--- src/rtl/mem_bus_arbiter_if.sv ---
// Bundle of both master request/response ports and the shared slave port.
// No logic here; it only groups wires and sets their direction.
// Flow control is req/gnt on the master side; the slave side is strobed and has no backpressure.
interface mem_bus_arbiter_if #(
    parameter int DATA_WIDTH = 32,
    parameter int ADDR_WIDTH = 32
);
    logic                  m0_req;
    logic                  m0_we;
    logic [ADDR_WIDTH-1:0] m0_addr;
    logic [DATA_WIDTH-1:0] m0_wd;
    logic                  m0_gnt;
    logic                  m0_valid;
    logic [DATA_WIDTH-1:0] m0_rdata;

    logic                  m1_req;
    logic                  m1_we;
    logic [ADDR_WIDTH-1:0] m1_addr;
    logic [DATA_WIDTH-1:0] m1_wd;
    logic                  m1_gnt;
    logic                  m1_valid;
    logic [DATA_WIDTH-1:0] m1_rdata;

    logic                  s_we;
    logic                  s_re;
    logic [ADDR_WIDTH-1:0] s_addr;
    logic [DATA_WIDTH-1:0] s_wd;
    logic [DATA_WIDTH-1:0] s_rd;

    // Environment side: the two requesting masters plus the memory-map slave
    modport master (
        output m0_req, m0_we, m0_addr, m0_wd,
        output m1_req, m1_we, m1_addr, m1_wd,
        output s_rd,
        input  m0_gnt, m0_valid, m0_rdata,
        input  m1_gnt, m1_valid, m1_rdata,
        input  s_we, s_re, s_addr, s_wd
    );

    // Arbiter side
    modport slave (
        input  m0_req, m0_we, m0_addr, m0_wd,
        input  m1_req, m1_we, m1_addr, m1_wd,
        input  s_rd,
        output m0_gnt, m0_valid, m0_rdata,
        output m1_gnt, m1_valid, m1_rdata,
        output s_we, s_re, s_addr, s_wd
    );
endinterface

--- src/rtl/mem_bus_arbiter.sv ---
// Two-master arbiter onto one memory-map slave; m0 has priority and m1 gets a guaranteed slot after MAX_BURST m0 wins.
// Latency: grant in cycle N, slave access in N+1, response valid in N+2; one transaction per cycle sustained.
// Backpressure: a master holds req until gnt; losing master simply waits, slave side never stalls.
module mem_bus_arbiter #(
    parameter int DATA_WIDTH = 32,
    parameter int ADDR_WIDTH = 32,
    parameter int MAX_BURST  = 4
) (
    input  logic             clk,
    input  logic             rst,
    mem_bus_arbiter_if.slave bus
);
    localparam logic [3:0] BURST_LIMIT = 4'(MAX_BURST);

    typedef enum logic {
        IDLE,
        ACCESS
    } state_t;

    state_t                state;
    logic [3:0]            starve_cnt;
    logic                  acc_owner;
    logic                  m1_wins;
    logic                  gnt0;
    logic                  gnt1;
    logic                  sel_we;
    logic [ADDR_WIDTH-1:0] sel_addr;
    logic [DATA_WIDTH-1:0] sel_wd;

    // Winner selection: m1 wins when alone or once m0 has used up its burst allowance
    always_comb begin
        m1_wins  = bus.m1_req && (!bus.m0_req || (starve_cnt == BURST_LIMIT));
        gnt1     = !rst && m1_wins;
        gnt0     = !rst && bus.m0_req && !m1_wins;
        sel_we   = m1_wins ? bus.m1_we   : bus.m0_we;
        sel_addr = m1_wins ? bus.m1_addr : bus.m0_addr;
        sel_wd   = m1_wins ? bus.m1_wd   : bus.m0_wd;
    end

    assign bus.m0_gnt = gnt0;
    assign bus.m1_gnt = gnt1;

    // Slave-side register stage, starvation counter and response return in one FSM
    always_ff @(posedge clk or posedge rst) begin
        if (rst) begin
            state        <= IDLE;
            bus.s_we     <= 1'b0;
            bus.s_re     <= 1'b0;
            bus.s_addr   <= '0;
            bus.s_wd     <= '0;
            bus.m0_valid <= 1'b0;
            bus.m1_valid <= 1'b0;
            bus.m0_rdata <= '0;
            bus.m1_rdata <= '0;
            starve_cnt   <= 4'd0;
            acc_owner    <= 1'b0;
        end else begin
            // Response: the access running this cycle is returned to its owner next cycle
            bus.m0_valid <= 1'b0;
            bus.m1_valid <= 1'b0;
            if (state == ACCESS) begin
                if (acc_owner) begin
                    bus.m1_valid <= 1'b1;
                    if (bus.s_re) begin
                        bus.m1_rdata <= bus.s_rd;
                    end
                end else begin
                    bus.m0_valid <= 1'b1;
                    if (bus.s_re) begin
                        bus.m0_rdata <= bus.s_rd;
                    end
                end
            end

            // Request stage: launch the winner onto the slave port
            if (gnt0 || gnt1) begin
                state      <= ACCESS;
                bus.s_we   <= sel_we;
                bus.s_re   <= !sel_we;
                bus.s_addr <= sel_addr;
                bus.s_wd   <= sel_wd;
                acc_owner  <= gnt1;
                if (gnt1 || !bus.m1_req) begin
                    starve_cnt <= 4'd0;
                end else if (starve_cnt != BURST_LIMIT) begin
                    starve_cnt <= starve_cnt + 4'd1;
                end
            end else begin
                state    <= IDLE;
                bus.s_we <= 1'b0;
                bus.s_re <= 1'b0;
            end
        end
    end
endmodule

--- src/flat_wrapper.sv ---
// flat-port wrapper written by rule: the top's interface ports become plain ports
module mem_bus_arbiter_flat 
#(
    parameter int DATA_WIDTH = 32,
    parameter int ADDR_WIDTH = 32,
    parameter int MAX_BURST  = 4
)
  (clk, rst, bus_m0_req, bus_m0_we, bus_m0_addr, bus_m0_wd, bus_m1_req, bus_m1_we, bus_m1_addr, bus_m1_wd, bus_s_rd, bus_m0_gnt, bus_m0_valid, bus_m0_rdata, bus_m1_gnt, bus_m1_valid, bus_m1_rdata, bus_s_we, bus_s_re, bus_s_addr, bus_s_wd);
  mem_bus_arbiter_if #(.DATA_WIDTH(DATA_WIDTH), .ADDR_WIDTH(ADDR_WIDTH)) bus_i ();
  input  logic clk;
  input  logic rst;
  input wire logic [$bits(bus_i.m0_req)-1:0] bus_m0_req;
  input wire logic [$bits(bus_i.m0_we)-1:0] bus_m0_we;
  input wire logic [$bits(bus_i.m0_addr)-1:0] bus_m0_addr;
  input wire logic [$bits(bus_i.m0_wd)-1:0] bus_m0_wd;
  input wire logic [$bits(bus_i.m1_req)-1:0] bus_m1_req;
  input wire logic [$bits(bus_i.m1_we)-1:0] bus_m1_we;
  input wire logic [$bits(bus_i.m1_addr)-1:0] bus_m1_addr;
  input wire logic [$bits(bus_i.m1_wd)-1:0] bus_m1_wd;
  input wire logic [$bits(bus_i.s_rd)-1:0] bus_s_rd;
  output wire logic [$bits(bus_i.m0_gnt)-1:0] bus_m0_gnt;
  output wire logic [$bits(bus_i.m0_valid)-1:0] bus_m0_valid;
  output wire logic [$bits(bus_i.m0_rdata)-1:0] bus_m0_rdata;
  output wire logic [$bits(bus_i.m1_gnt)-1:0] bus_m1_gnt;
  output wire logic [$bits(bus_i.m1_valid)-1:0] bus_m1_valid;
  output wire logic [$bits(bus_i.m1_rdata)-1:0] bus_m1_rdata;
  output wire logic [$bits(bus_i.s_we)-1:0] bus_s_we;
  output wire logic [$bits(bus_i.s_re)-1:0] bus_s_re;
  output wire logic [$bits(bus_i.s_addr)-1:0] bus_s_addr;
  output wire logic [$bits(bus_i.s_wd)-1:0] bus_s_wd;
  assign bus_i.m0_req = bus_m0_req;
  assign bus_i.m0_we = bus_m0_we;
  assign bus_i.m0_addr = bus_m0_addr;
  assign bus_i.m0_wd = bus_m0_wd;
  assign bus_i.m1_req = bus_m1_req;
  assign bus_i.m1_we = bus_m1_we;
  assign bus_i.m1_addr = bus_m1_addr;
  assign bus_i.m1_wd = bus_m1_wd;
  assign bus_i.s_rd = bus_s_rd;
  assign bus_m0_gnt = bus_i.m0_gnt;
  assign bus_m0_valid = bus_i.m0_valid;
  assign bus_m0_rdata = bus_i.m0_rdata;
  assign bus_m1_gnt = bus_i.m1_gnt;
  assign bus_m1_valid = bus_i.m1_valid;
  assign bus_m1_rdata = bus_i.m1_rdata;
  assign bus_s_we = bus_i.s_we;
  assign bus_s_re = bus_i.s_re;
  assign bus_s_addr = bus_i.s_addr;
  assign bus_s_wd = bus_i.s_wd;
  mem_bus_arbiter #(.DATA_WIDTH(DATA_WIDTH), .ADDR_WIDTH(ADDR_WIDTH), .MAX_BURST(MAX_BURST)) u_core (.clk(clk), .rst(rst), .bus(bus_i));
endmodule
--- config.mk ---
export PLATFORM = sky130hd
export DESIGN_NAME = mem_bus_arbiter_flat
export DESIGN_NICKNAME = d
export VERILOG_FILES = /design/src/rtl/mem_bus_arbiter_if.sv /design/src/rtl/mem_bus_arbiter.sv /design/src/flat_wrapper.sv
export SDC_FILE = /design/constraint.sdc
export NUM_CORES = 1
export LEC_CHECK = 0
export ABC_AREA = 0
export ABC_CLOCK_PERIOD_IN_PS = 5770
export BUFFER_PORTS_ARGS = -buffer_cell sky130_fd_sc_hd__buf_4
export CAP_MARGIN = 5
export CORE_MARGIN = 5
export CORE_UTILIZATION = 42
export DETAILED_ROUTE_END_ITERATION = 8
export GPL_ROUTABILITY_DRIVEN = 0
export PLACE_DENSITY = 0.75
export SLEW_MARGIN = 10
export SYNTH_ARGS = -nofsm -noshare
export SYNTH_HDL_FRONTEND = slang
export SYNTH_SLANG_ARGS = --single-unit
export TNS_END_PERCENT = 100
--- constraint.sdc ---
create_clock -name clk -period 5.77 [get_ports clk]
set_input_delay 0.577 -clock clk [delete_from_list [all_inputs] [get_ports clk]]
set_output_delay 0.577 -clock clk [all_outputs]
set_load 0.1 [all_outputs]
# After elaboration in Yosys (flattened, before gate mapping)
# Index checks and enable logic that the tools add are counted.
[word_totals] reg_bits=138 word_cells=43 output_inout_bits=134 inputBits=166
[op_classes] bitwise=1 n_reduce_logical=16 eq_ne=2 add_sub_neg=1 n_mux=12
[ops] op="2-to-1 mux 32 bit" n=2
[ops] op="2-to-1 mux 1 bit" n=8
[ops] op="2-to-1 mux 4 bit" n=2
[ops] op="AND reduction 3 bit" n=2
[ops] op="zero test 1 bit" n=5
[ops] op="adder 4 x 1 -> 4 bit (second input constant)" n=1
[ops] op="== test 4 x 3 -> 1 bit (second input constant)" n=1
[ops] op="logical AND 1 bit" n=4
[ops] op="!= test 4 x 3 -> 1 bit (second input constant)" n=1
[ops] op="logical OR 1 bit" n=3
[ops] op="AND reduction 2 bit" n=1
[ops] op="nonzero test 2 bit" n=1
[ops] op="inverter 1 bit" n=1

# Logic depth before layout (Yosys ltp)
# Gate-level depths: netlist of run 1.
[depth] ltp_word=7 depth_mapped=7 ltp_nobuf=5

# Worst setup path after synthesis of run 1
# OpenSTA, ideal clock, no wires.
[synth_timing] kind="input to register" startpoint="in rst" endpoint="reg u_core.bus.s_addr[26]" setup_slack_ps=274 required_ps=5671 cell_stages=4 n_path_buf=1 setup_time_ps=99 t_arrival_ps=5397 cell_sequence="inv_1 -> clkbuf_1 -> nand4_1 -> o211ai_2"
[synth_between] elab_chain_len=4 word_cells_on_any_way=5 classes_between="reduce/logical (5)"
[synth_rtl] item="start, declared" line_no="flat_wrapper.sv:11" text="input logic rst;"
[synth_rtl] item="zero test 1 bit (*)" line_no="mem_bus_arbiter.sv:33, mem_bus_arbiter.sv:34"
[synth_rtl] item="logical AND 1 bit (2 in series)" line_no="mem_bus_arbiter.sv:34" text="gnt0 = !rst && bus.m0_req && !m1_wins;"
[synth_rtl] item="logical OR 1 bit (*)" line_no="mem_bus_arbiter.sv:76" text="if (gnt0 || gnt1) begin"
[synth_rtl] item="end signal, assigned" line_no="mem_bus_arbiter.sv:80" text="bus.s_addr <= sel_addr;"
[synth_rtl] item="end, declared" line_no="mem_bus_arbiter_if.sv:47" text="output s_we, s_re, s_addr, s_wd"
# Every way passes the cells marked *; elsewhere a longest branch is shown, timed or not.
# A chain may end at the register's enable or synchronous reset.

# Worst setup path after layout of run 1
[layout_timing] startpoint="reg u_core.starve_cnt[0]" endpoint="out bus_m1_gnt"
[layout_between] elab_chain_len=4
[layout_rtl] item="start, declared" line_no="mem_bus_arbiter.sv:21" text="logic [3:0] starve_cnt;"
[layout_rtl] item="start signal, assigned" line_no="mem_bus_arbiter.sv:86" text="starve_cnt <= starve_cnt + 4'd1;"
[layout_rtl] item="== test 4 x 3 -> 1 bit" line_no="mem_bus_arbiter.sv:32" text="m1_wins = bus.m1_req && (!bus.m0_req || (starve_cnt == BURST_LIMIT));"
[layout_rtl] item="logical OR 1 bit" line_no="mem_bus_arbiter.sv:32"
[layout_rtl] item="logical AND 1 bit" line_no="mem_bus_arbiter.sv:32"
[layout_rtl] item="logical AND 1 bit" line_no="mem_bus_arbiter.sv:33" text="gnt1 = !rst && m1_wins;"
[layout_rtl] item="end, declared" line_no="flat_wrapper.sv:24" text="output wire logic [$bits(bus_i.m1_gnt)-1:0] bus_m1_gnt;"
# No other way between the ends.

==> results of run 1 <==
==> per-stage QoR <==
| stage | setup WS, ps | std cells | hold WS [ps] |
|---|---|---|---|
| floorplan | 2620 | 544 | 451 |
| global placement | 2890 | 981 | 484 |
| detailed placement | 2860 | 981 | 484 |
| CTS | 2390 | 1010 | 393 |
| global route | 2240 | 1010 | 395 |
| finish | 2440 | 1010 | 358 |
==> sequential cells by signal, summed over array words and instances (netlist names) <==
| name | flops |
|---|---|
| u_core.bus.m0_valid | 1 |
| u_core.acc_owner | 1 |
| u_core.starve_cnt | 4 |
| u_core.bus.m1_valid | 1 |
| u_core.bus.s_wd | 32 |
| u_core.bus.m0_rdata | 32 |
| u_core.state | 1 |
| u_core.bus.m1_rdata | 32 |
| u_core.bus.s_re | 1 |
| u_core.bus.s_addr | 32 |
| u_core.bus.s_we | 1 |
==> how the worst min path moves through the flow <==
| stage | cells after the start | endpoint | slack (ps) | startpoint |
|---|---|---|---|---|
| after floorplan | 1 | u_core.bus.m0_valid | 450 | u_core.acc_owner |
| after global placement | 2 | u_core.bus.s_wd[7] | 480 | u_core.bus.s_wd[7] |
| after detailed placement | 2 | u_core.bus.s_addr[1] | 480 | u_core.bus.s_addr[1] |
| after global routing | 2 | u_core.bus.m0_rdata[27] | 400 | bus_s_rd[27] |
| after CTS | 2 | u_core.bus.m0_rdata[3] | 390 | bus_s_rd[3] |
| final | 2 | u_core.bus.s_wd[27] | 360 | rst |
==> worst max-delay path: cells and delay by family, from the launching register on <==
| kind | cells | cell delay (ps) |
|---|---|---|
| fa+ha+maj | 1 | 220 |
| compound gates | 1 | 480 |
| flops | 1 | 390 |
| buf+inv | 2 | 450 |
| simple gates | 1 | 790 |
==> layer usage <==
metal	vias up	part of all wire	wire length, um	GRT usage
met2	249	0.50	9380	0.345
met5	-	0	0	0
met1	2665	0.39	7320	0.255
met3	26	0.097	1830	0.0798
met4	0	0.014	265	0.0549
li1	2510	-	-	-
==> cell type report <==
| type | instances | share of cell area |
|---|---|---|
| flip-flops and latches | 138 | 0.380 |
| multi-input cells | 351 | 0.283 |
| repair buffers | 302 | 0.249 |
| clock buffers | 21 | 0.0484 |
| well taps | 184 | 0.0253 |
| clock inverters | 8 | 0.0110 |
| inverters | 6 | 0.00303 |
==> where the power goes <==
part           switching [uW]  internal, uW  total, uW
clock network             374           627       1000
registers                 139          1200       1340
logic                    2020           541       2560
total                    2530          2370       4900
==> cell usage in the layout, fill, tap and decap left out, drive strengths merged <==
master / instances
mux2i: 1
nand4b: 1
o211ai: 64
a21oi: 2
inv: 6
and3: 2
ha: 2
a21o: 1
nand2: 129
nor2b: 1
clkbuf: 21
clkinv: 5
mux2: 64
clkinvlp: 1
a31oi: 2
o21bai: 1
nand3b: 2
buf: 302
dfrtp: 138
nand4: 67
o21ai: 3
bufinv: 2
nand3: 3
and2: 3
nand4bb: 1
nand2b: 1
a21bo: 1
==> kinds of logic (layout without fill, tap and decap cells) <==
family	count (synthesis)	in the layout
AOI/OAI and AO/OA	74	74
adders and majority gates	2	2
buffers and inverters	55	337
DFF	138	138
muxes	65	65
and+or+nand+nor	210	210
==> flow_summary.yaml, run 1 <==
die:
  num_rows: 44
  start_util: 0.431
  io_pins: 300
  dieHeight_um: 132
  dieArea_um2: 17500
  die_width_um: 132
  coreArea_um2: 14600
clock_tree:
  clock-sinks: 138
  clockBufferDepth: 2
  cts_tree: "yes"
  cts_hold_buf: 0
  clk_latency_ps: 410
  clock_tree.root_cell: "clkbuf_16"
  cts_resized: 0
  path_clk_slew_ps: 60
  h-tree-depth: 4
  cts_made_buffers: 17
  cts_setup_buffers: 0
grt:
  grt_max_degree: 112
  antenna_found_initial: 0
  grt_overflow: 0
  grt_usage: 0.208
  grt_pass1_vias: 5759
  grt_pass1_wl_mm: 29.8
sta:
  rsz0062_at_grt: "no"
  period_share: 0.576
  drv_slew: 0
  slew_headroom: 0.198
  worst_pin_slew_ps: 1200
  clock.fmax_mhz: 301
  tns_ps: 0
  finClkSkew_ps: 8.28
  fin_crit_ps: 3330
  setup_viol: 0
  hold_viol_final: 0
placed_design:
  numPortBuffers: 299
  place_area_um2: 8550
  dp_hpwl_mm: 13.4
synth:
  syn_inst: 544
  synth-seq-cells: 138
  synth-compound-area-share: 0.126
  synth_common_cells: "138 x dfrtp_1, 129 x nand2_1, 67 x nand4_1, 64 x mux2_2, 49 x o211ai_2"
  synth_edf_count: 0
  synthesis.nets: 712
  synthXorXnorAreaFrac: 0
  synth_simple_gate_area_frac: 0.160
  yosysSeqAreaShare: 0.549
  ys.flop_type: "dfrtp_1"
  synth_fa_ha_area_frac: 0.00398
  synthMuxAreaShare: 0.116
  synth_top_area_frac: 0.549
  ys_warn_count: 0
  synth_top_family_by_area: "simple AND/OR/NAND/NOR gates"
  yosysTopAreaCell: "dfrtp_1"
  avgSynthCellArea_um2: 11.6
  syn_area_um2: 6290
  yosys.cell_count.top_type: "dfrtp_1"
  ys_async_sr_fraction: 1.00
  synth_area_leaders: "dfrtp_1 55%, mux2_2 11%, o211ai_2 9.8%, nand2_1 7.7%, nand4_1 6.7%"
  synth_cell_types: 30
critical_path:
  crit_type: "register to primary output"
  crit_required_ps: 5190
  r2r_end: "u_core.bus.s_wd[8]"
  critPathLaunchType: "register"
  timing.rr.start: "u_core.starve_cnt[0]"
  rrSetupSlack_ps: 3010
  cp-startpoint: "u_core.starve_cnt[0]"
  r2r_cells: 5
  cp_slowest_cell: "nand4b_4"
  critPathArrivalTime_ps: 2750
  max_stage_delay_ps: 790
  cp_cell_sequence: "inv_1 > ha_1 > nand4b_4 > a21oi_1 > buf_4"
  path_max_fanout: 69
  crit_path_end_kind: "primary output"
  endpoint: "bus_m1_gnt"
route:
  detail_route.wl_per_cell_um: 18.6
  first_pass_iters: 4
  vias: 5450
  first_iter_violations: 312
  routed_wl_mm: 18.8
  post_drt_via_cell_ratio: 5.40
  drc: 0
  ant_nets: 0
finish:
  seq_area_um2: 3450
  utilization: 0.623
  diodes: 0
  finalNetCount: 984
  syn_to_final_growth_pct: 44.7
  multi_input_area_um2: 2570
  drive_above_1_share: 0.541
  fillers: 1160
  design_area_um2: 9090
pwr:
  p_per_area_nw_per_um2: 538
  power_uw: 4900
  leakagePower_uw: 0.00440
  peakVddDrop_mv: 0.267
worst_hold_path:
  hold_class: "input port to asynchronous set/reset pin"
outcome:
  status: "completed"
flow_run:
  drv_cap: 0
Note: power is estimated with default switching activity, not from simulation.
==> inputs of run 2 (changes only) <==
Settings changed: ABC_CLOCK_PERIOD_IN_PS 5770 to 3400, CORE_UTILIZATION 42 to 43, PLACE_DENSITY 0.75 to 0.74.
Clock period 5.77 ns to 3.4 ns, I/O delays scaled along.
==> run 2 against run 1 <==
  * Global-route usage rose by 0.76 points
  * Count of clock-buffer cells in the layout decreased by 3
  * Critical path type unchanged
  * Highest routed layer unchanged
  * Routed wire length about the same
  * Core utilization is 1.4 points higher
  * Clock skew rose by 0.59 ps
  * Sequential power rose by 70%
==> flow_summary.yaml, run 2 (same netlist as run 1, synthesis figures left out) <==
sta:
  hold_viol_final: 0
  worst_pin_slew_ps: 1200
  fin_crit_ps: 2670
  period_share: 0.785
  drv_slew: 0
  rsz0062_at_grt: "no"
  tns_ps: 0
  finClkSkew_ps: 8.87
  slew_headroom: 0.197
  clock.fmax_mhz: 375
  setup_viol: 0
critical_path:
  crit_required_ps: 3060
  r2r_end: "u_core.bus.s_addr[26]"
  critPathLaunchType: "register"
  rrSetupSlack_ps: 1200
  crit_type: "register to primary output"
  cp-startpoint: "u_core.starve_cnt[0]"
  timing.rr.start: "u_core.starve_cnt[0]"
  crit_path_end_kind: "primary output"
  critPathArrivalTime_ps: 2330
  endpoint: "bus_m1_gnt"
  path_max_fanout: 31
  r2r_cells: 6
clock_tree:
  clock_tree.root_cell: "clkbuf_16"
  clock-sinks: 138
  cts_setup_buffers: 0
  path_clk_slew_ps: 60
  clk_latency_ps: 410
  h-tree-depth: 4
  clockBufferDepth: 2
  cts_tree: "yes"
  cts_made_buffers: 17
  cts_hold_buf: 0
  cts_resized: 0
worst_hold_path:
  hold_class: "input port to asynchronous set/reset pin"
grt:
  grt_max_degree: 82
  grt_pass1_wl_mm: 29.0
  grt_usage: 0.215
  antenna_found_initial: 0
  grt_pass1_vias: 5760
  grt_overflow: 0
finish:
  syn_to_final_growth_pct: 46.2
  final_common_cell: "buf_4"
  utilization: 0.637
  drive_above_1_share: 0.548
  final_cell_mix: "305 x buf_4, 138 x dfrtp_1, 129 x nand2_1, 67 x nand4_1, 64 x mux2_2"
  diodes: 0
  finalNetCount: 989
die:
  num_rows: 44
  io_pins: 300
  start_util: 0.436
  dieArea_um2: 17100
  dieHeight_um: 131
  die_width_um: 131
  coreArea_um2: 14400
route:
  post_drt_via_cell_ratio: 5.47
  routed_wl_mm: 18.8
  detail_route.wl_per_cell_um: 18.5
  first_iter_violations: 232
  ant_nets: 0
  vias: 5566
  first_pass_iters: 5
  drc: 0
pwr:
  p_per_area_nw_per_um2: 914
  leakagePower_uw: 0.00444
  peakVddDrop_mv: 0.415
placed_design:
  numPortBuffers: 299
  dp_hpwl_mm: 13.7
outcome:
  status: "completed"
flow_run:
  drv_cap: 0
## run 2: changes by cell type in the layout (fill, tap and decap cells not counted)
| cell | before | now |
|---|---|---|
| buf_12 | 0 | 2 |
| buf_4 | 302 | 305 |
| clkbuf_1 | 4 | 1 |
| clkinvlp_4 | 1 | 5 |
| inv_6 | 1 | 3 |
| nand3_1 | 2 | 3 |
| nand3_2 | 1 | 0 |
## run 2: final cells by class
cell class / instances / area (um^2)
Sequential cell: 138 / 3450
Clock buffer: 18 / 429
Fill cell: 1139 / 5240
Inverter: 6 / 27.5
Clock inverter: 14 / 148
Timing Repair Buffer: 307 / 2330
Multi-Input combinational cell: 351 / 2570
Tap cell: 184 / 230
## run 2: how the worst min path moves through the flow
stage,from,to,slack [ps]
6_report,rst,u_core.bus.s_wd[18],50
5_1_grt,rst,u_core.bus.s_wd[18],70
4_1_cts,rst,u_core.bus.s_re,40
3_5_place_dp,rst,u_core.bus.s_re,480
3_3_place_gp,rst,u_core.bus.s_wd[24],470
2_1_floorplan,u_core.acc_owner,u_core.bus.m0_valid,450
## run 2: power by group
part	internal, uW	leakage, uW	switching, uW
Sequential	2040	0.00167	242
Clock	1080	0.000269	706
Combinational	923	0.00250	3410
## run 2: stage by stage
stage / worst slack (ps) / hold slack, ps / total power [uW] / std cells / area [um^2]
global route: 621 / 65.6 / 8680 / 1018 / 9190
global placement: 1260 / 471 / 6600 / 986 / 8610
detailed placement: 1180 / 482 / 6660 / 986 / 8610
CTS: 724 / 41.6 / 8460 / 1018 / 9190
finish: 731 / 54.4 / 8400 / 1018 / 9190
floorplan: 486 / 451 / 5630 / 544 / 6290
## run 2: layer usage
layer,vias to the layer above,GRT usage,routed length (um)
met5,-,0,0
met1,2705,0.273,7330
met2,298,0.358,9360
li1,2528,-,-
met3,35,0.0565,1760
met4,0,0.0750,364
## run 2: worst max-delay path, stage by stage, from the launching register on
cell      delay [ps]
dfrtp_1          400
inv_1            110
ha_1             220
nand4b_4         420
a21oi_1          410
buf_4            350
==> inputs of run 3 (changes only) <==
Settings changed: ABC_CLOCK_PERIOD_IN_PS 3400 to 2490.
Clock period 3.4 ns to 2.49 ns, I/O delays scaled along.
==> run 3 against run 2 <==
  * Setup slack lost 500 ps
  * First-iteration DRC count grew 50%
  * Sequential power rose by 37%
  * Routed wire length up 4.4%
  * Via count fell by 0.32%
  * Sequential share of layout area shrank 0.56 points
  * Hold slack better by 23 ps
  * Die area is the same
  * Core utilization rose by 0.96 points
  * Non-clock buffer count is 6 higher
  * Cell count rose by 0.59%
  * Largest cell class unchanged
  * Largest power group unchanged
==> flow_summary.yaml, run 3 (same netlist as run 1, synthesis figures left out) <==
outcome:
  status: "completed"
grt:
  grt_max_degree: 75
  antenna_found_initial: 0
  grt_pass1_wl_mm: 29.7
  grt_usage: 0.222
  grt_overflow: 0
  grt_pass1_vias: 5734
die:
  start_util: 0.436
  coreArea_um2: 14400
  dieHeight_um: 131
  dieArea_um2: 17100
  io_pins: 300
  num_rows: 44
  die_width_um: 131
clock_tree:
  h-tree-depth: 4
  clock-sinks: 138
  clock_tree.root_cell: "clkbuf_16"
  cts_made_buffers: 17
  cts_tree: "yes"
  path_clk_slew_ps: 60
  clk_latency_ps: 410
  clockBufferDepth: 2
placed_design:
  placed_cells: 989
  numPortBuffers: 299
  dp_hpwl_mm: 14.3
finish:
  syn_to_final_growth_pct: 48.4
  finalNetCount: 995
  diodes: 0
  drive_above_1_share: 0.551
  fillers: 1103
  utilization: 0.647
  final_cells: 1024
  final_cell_mix: "308 x buf_4, 138 x dfrtp_1, 129 x nand2_1, 67 x nand4_1, 64 x mux2_2"
  final_common_cell: "buf_4"
route:
  first_pass_iters: 5
  post_drt_via_cell_ratio: 5.42
  first_iter_violations: 348
  vias: 5548
  routed_wl_mm: 19.6
  drc: 0
  ant_nets: 0
  detail_route.wl_per_cell_um: 19.2
worst_hold_path:
  hold_class: "input port to register"
sta:
  slew_headroom: 0.319
  worst_pin_slew_ps: 1020
  finClkSkew_ps: 11.3
  fin_crit_ps: 2260
  clock.fmax_mhz: 443
  hold_viol_final: 0
  rsz0062_at_grt: "no"
  period_share: 0.907
  setup_viol: 0
  tns_ps: 0
  drv_slew: 0
critical_path:
  endpoint: "bus_m0_gnt"
  crit_path_end_kind: "primary output"
  r2r_cells: 6
  cp_cell_sequence: "inv_1 > ha_1 > nand4b_4 > buf_12 > and3_1 > buf_4"
  cp-startpoint: "u_core.starve_cnt[0]"
  cp_slowest_cell: "dfrtp_1"
  r2r_end: "u_core.bus.s_wd[29]"
  crit_type: "register to primary output"
  critPathLaunchType: "register"
  rrSetupSlack_ps: 280
  crit_required_ps: 2240
  timing.rr.start: "u_core.starve_cnt[0]"
  max_stage_delay_ps: 380
  worstSetupPathDepth: 6
  path_max_fanout: 52
  crit_family: "buffers and inverters"
  cp_num_buf_inv: 3
  critPathArrivalTime_ps: 2010
pwr:
  peakVddDrop_mv: 0.689
  leakagePower_uw: 0.00451
  p_per_area_nw_per_um2: 1270
flow_run:
  drv_cap: 0
[run 3: cell count changes in the layout (fill, tap and decap cells not counted), sizes merged]
cell / change
dlygate4sd3: +1
clkinvlp: -4
buf: +5
bufinv: +3
clkinv: +1
[run 3: cell type report]
class	instances	area [um^2]	area share
Sequential cell	138	3450	0.370
Multi-Input combinational cell	351	2570	0.276
Timing Repair Buffer	313	2390	0.257
Clock buffer	18	429	0.0460
Tap cell	184	230	0.0247
Clock inverter	14	219	0.0235
Inverter	6	27.5	0.00295
[run 3: stage by stage]
stage | setup slack [ps] | area [um^2] | hold WS [ps] | power (uW)
5_1_grt | 160 | 9330 | 68.9 | 12200
3_5_place_dp | 262 | 8650 | 277 | 9120
3_3_place_gp | 376 | 8650 | 274 | 9040
4_1_cts | 236 | 9330 | 60.5 | 11900
2_1_floorplan | 400 | 6290 | 399 | 7690
6_report | 232 | 9330 | 77.3 | 11800
[run 3: where the power goes]
| part | switching, uW | leakage (uW) | internal (uW) | total (uW) |
|---|---|---|---|---|
| clock network | 966 | 0.000316 | 1790 | 2750 |
| registers | 340 | 0.00167 | 2780 | 3120 |
| logic | 4680 | 0.00252 | 1270 | 5950 |
[run 3: worst min path at each step]
| stage | start | to | slack [ps] | cells after the start |
|---|---|---|---|---|
| floorplan | bus_s_rd[30] | u_core.bus.m1_rdata[30] | 400 | 1 |
| global placement | rst | u_core.bus.s_addr[1] | 270 | 2 |
| detailed placement | rst | u_core.bus.s_addr[0] | 280 | 2 |
| CTS | bus_s_rd[2] | u_core.bus.m1_rdata[2] | 60 | 2 |
| global route | bus_s_rd[2] | u_core.bus.m1_rdata[2] | 70 | 2 |
| finish | bus_s_rd[2] | u_core.bus.m0_rdata[2] | 80 | 2 |
[run 3: what timing repair did]
action,in CTS,in global routing
resized for setup,1,0
setup buffers,2,0
hold buffers,1,0
endpoints found under the setup margin,1,0
endpoints found under the hold margin,18,0
[run 3: routing by layer]
layer,global-route usage,part of all wire
met1,0.282,0.39
met2,0.373,0.50
met3,0.0557,0.089
met4,0.0756,0.016
met5,0,0
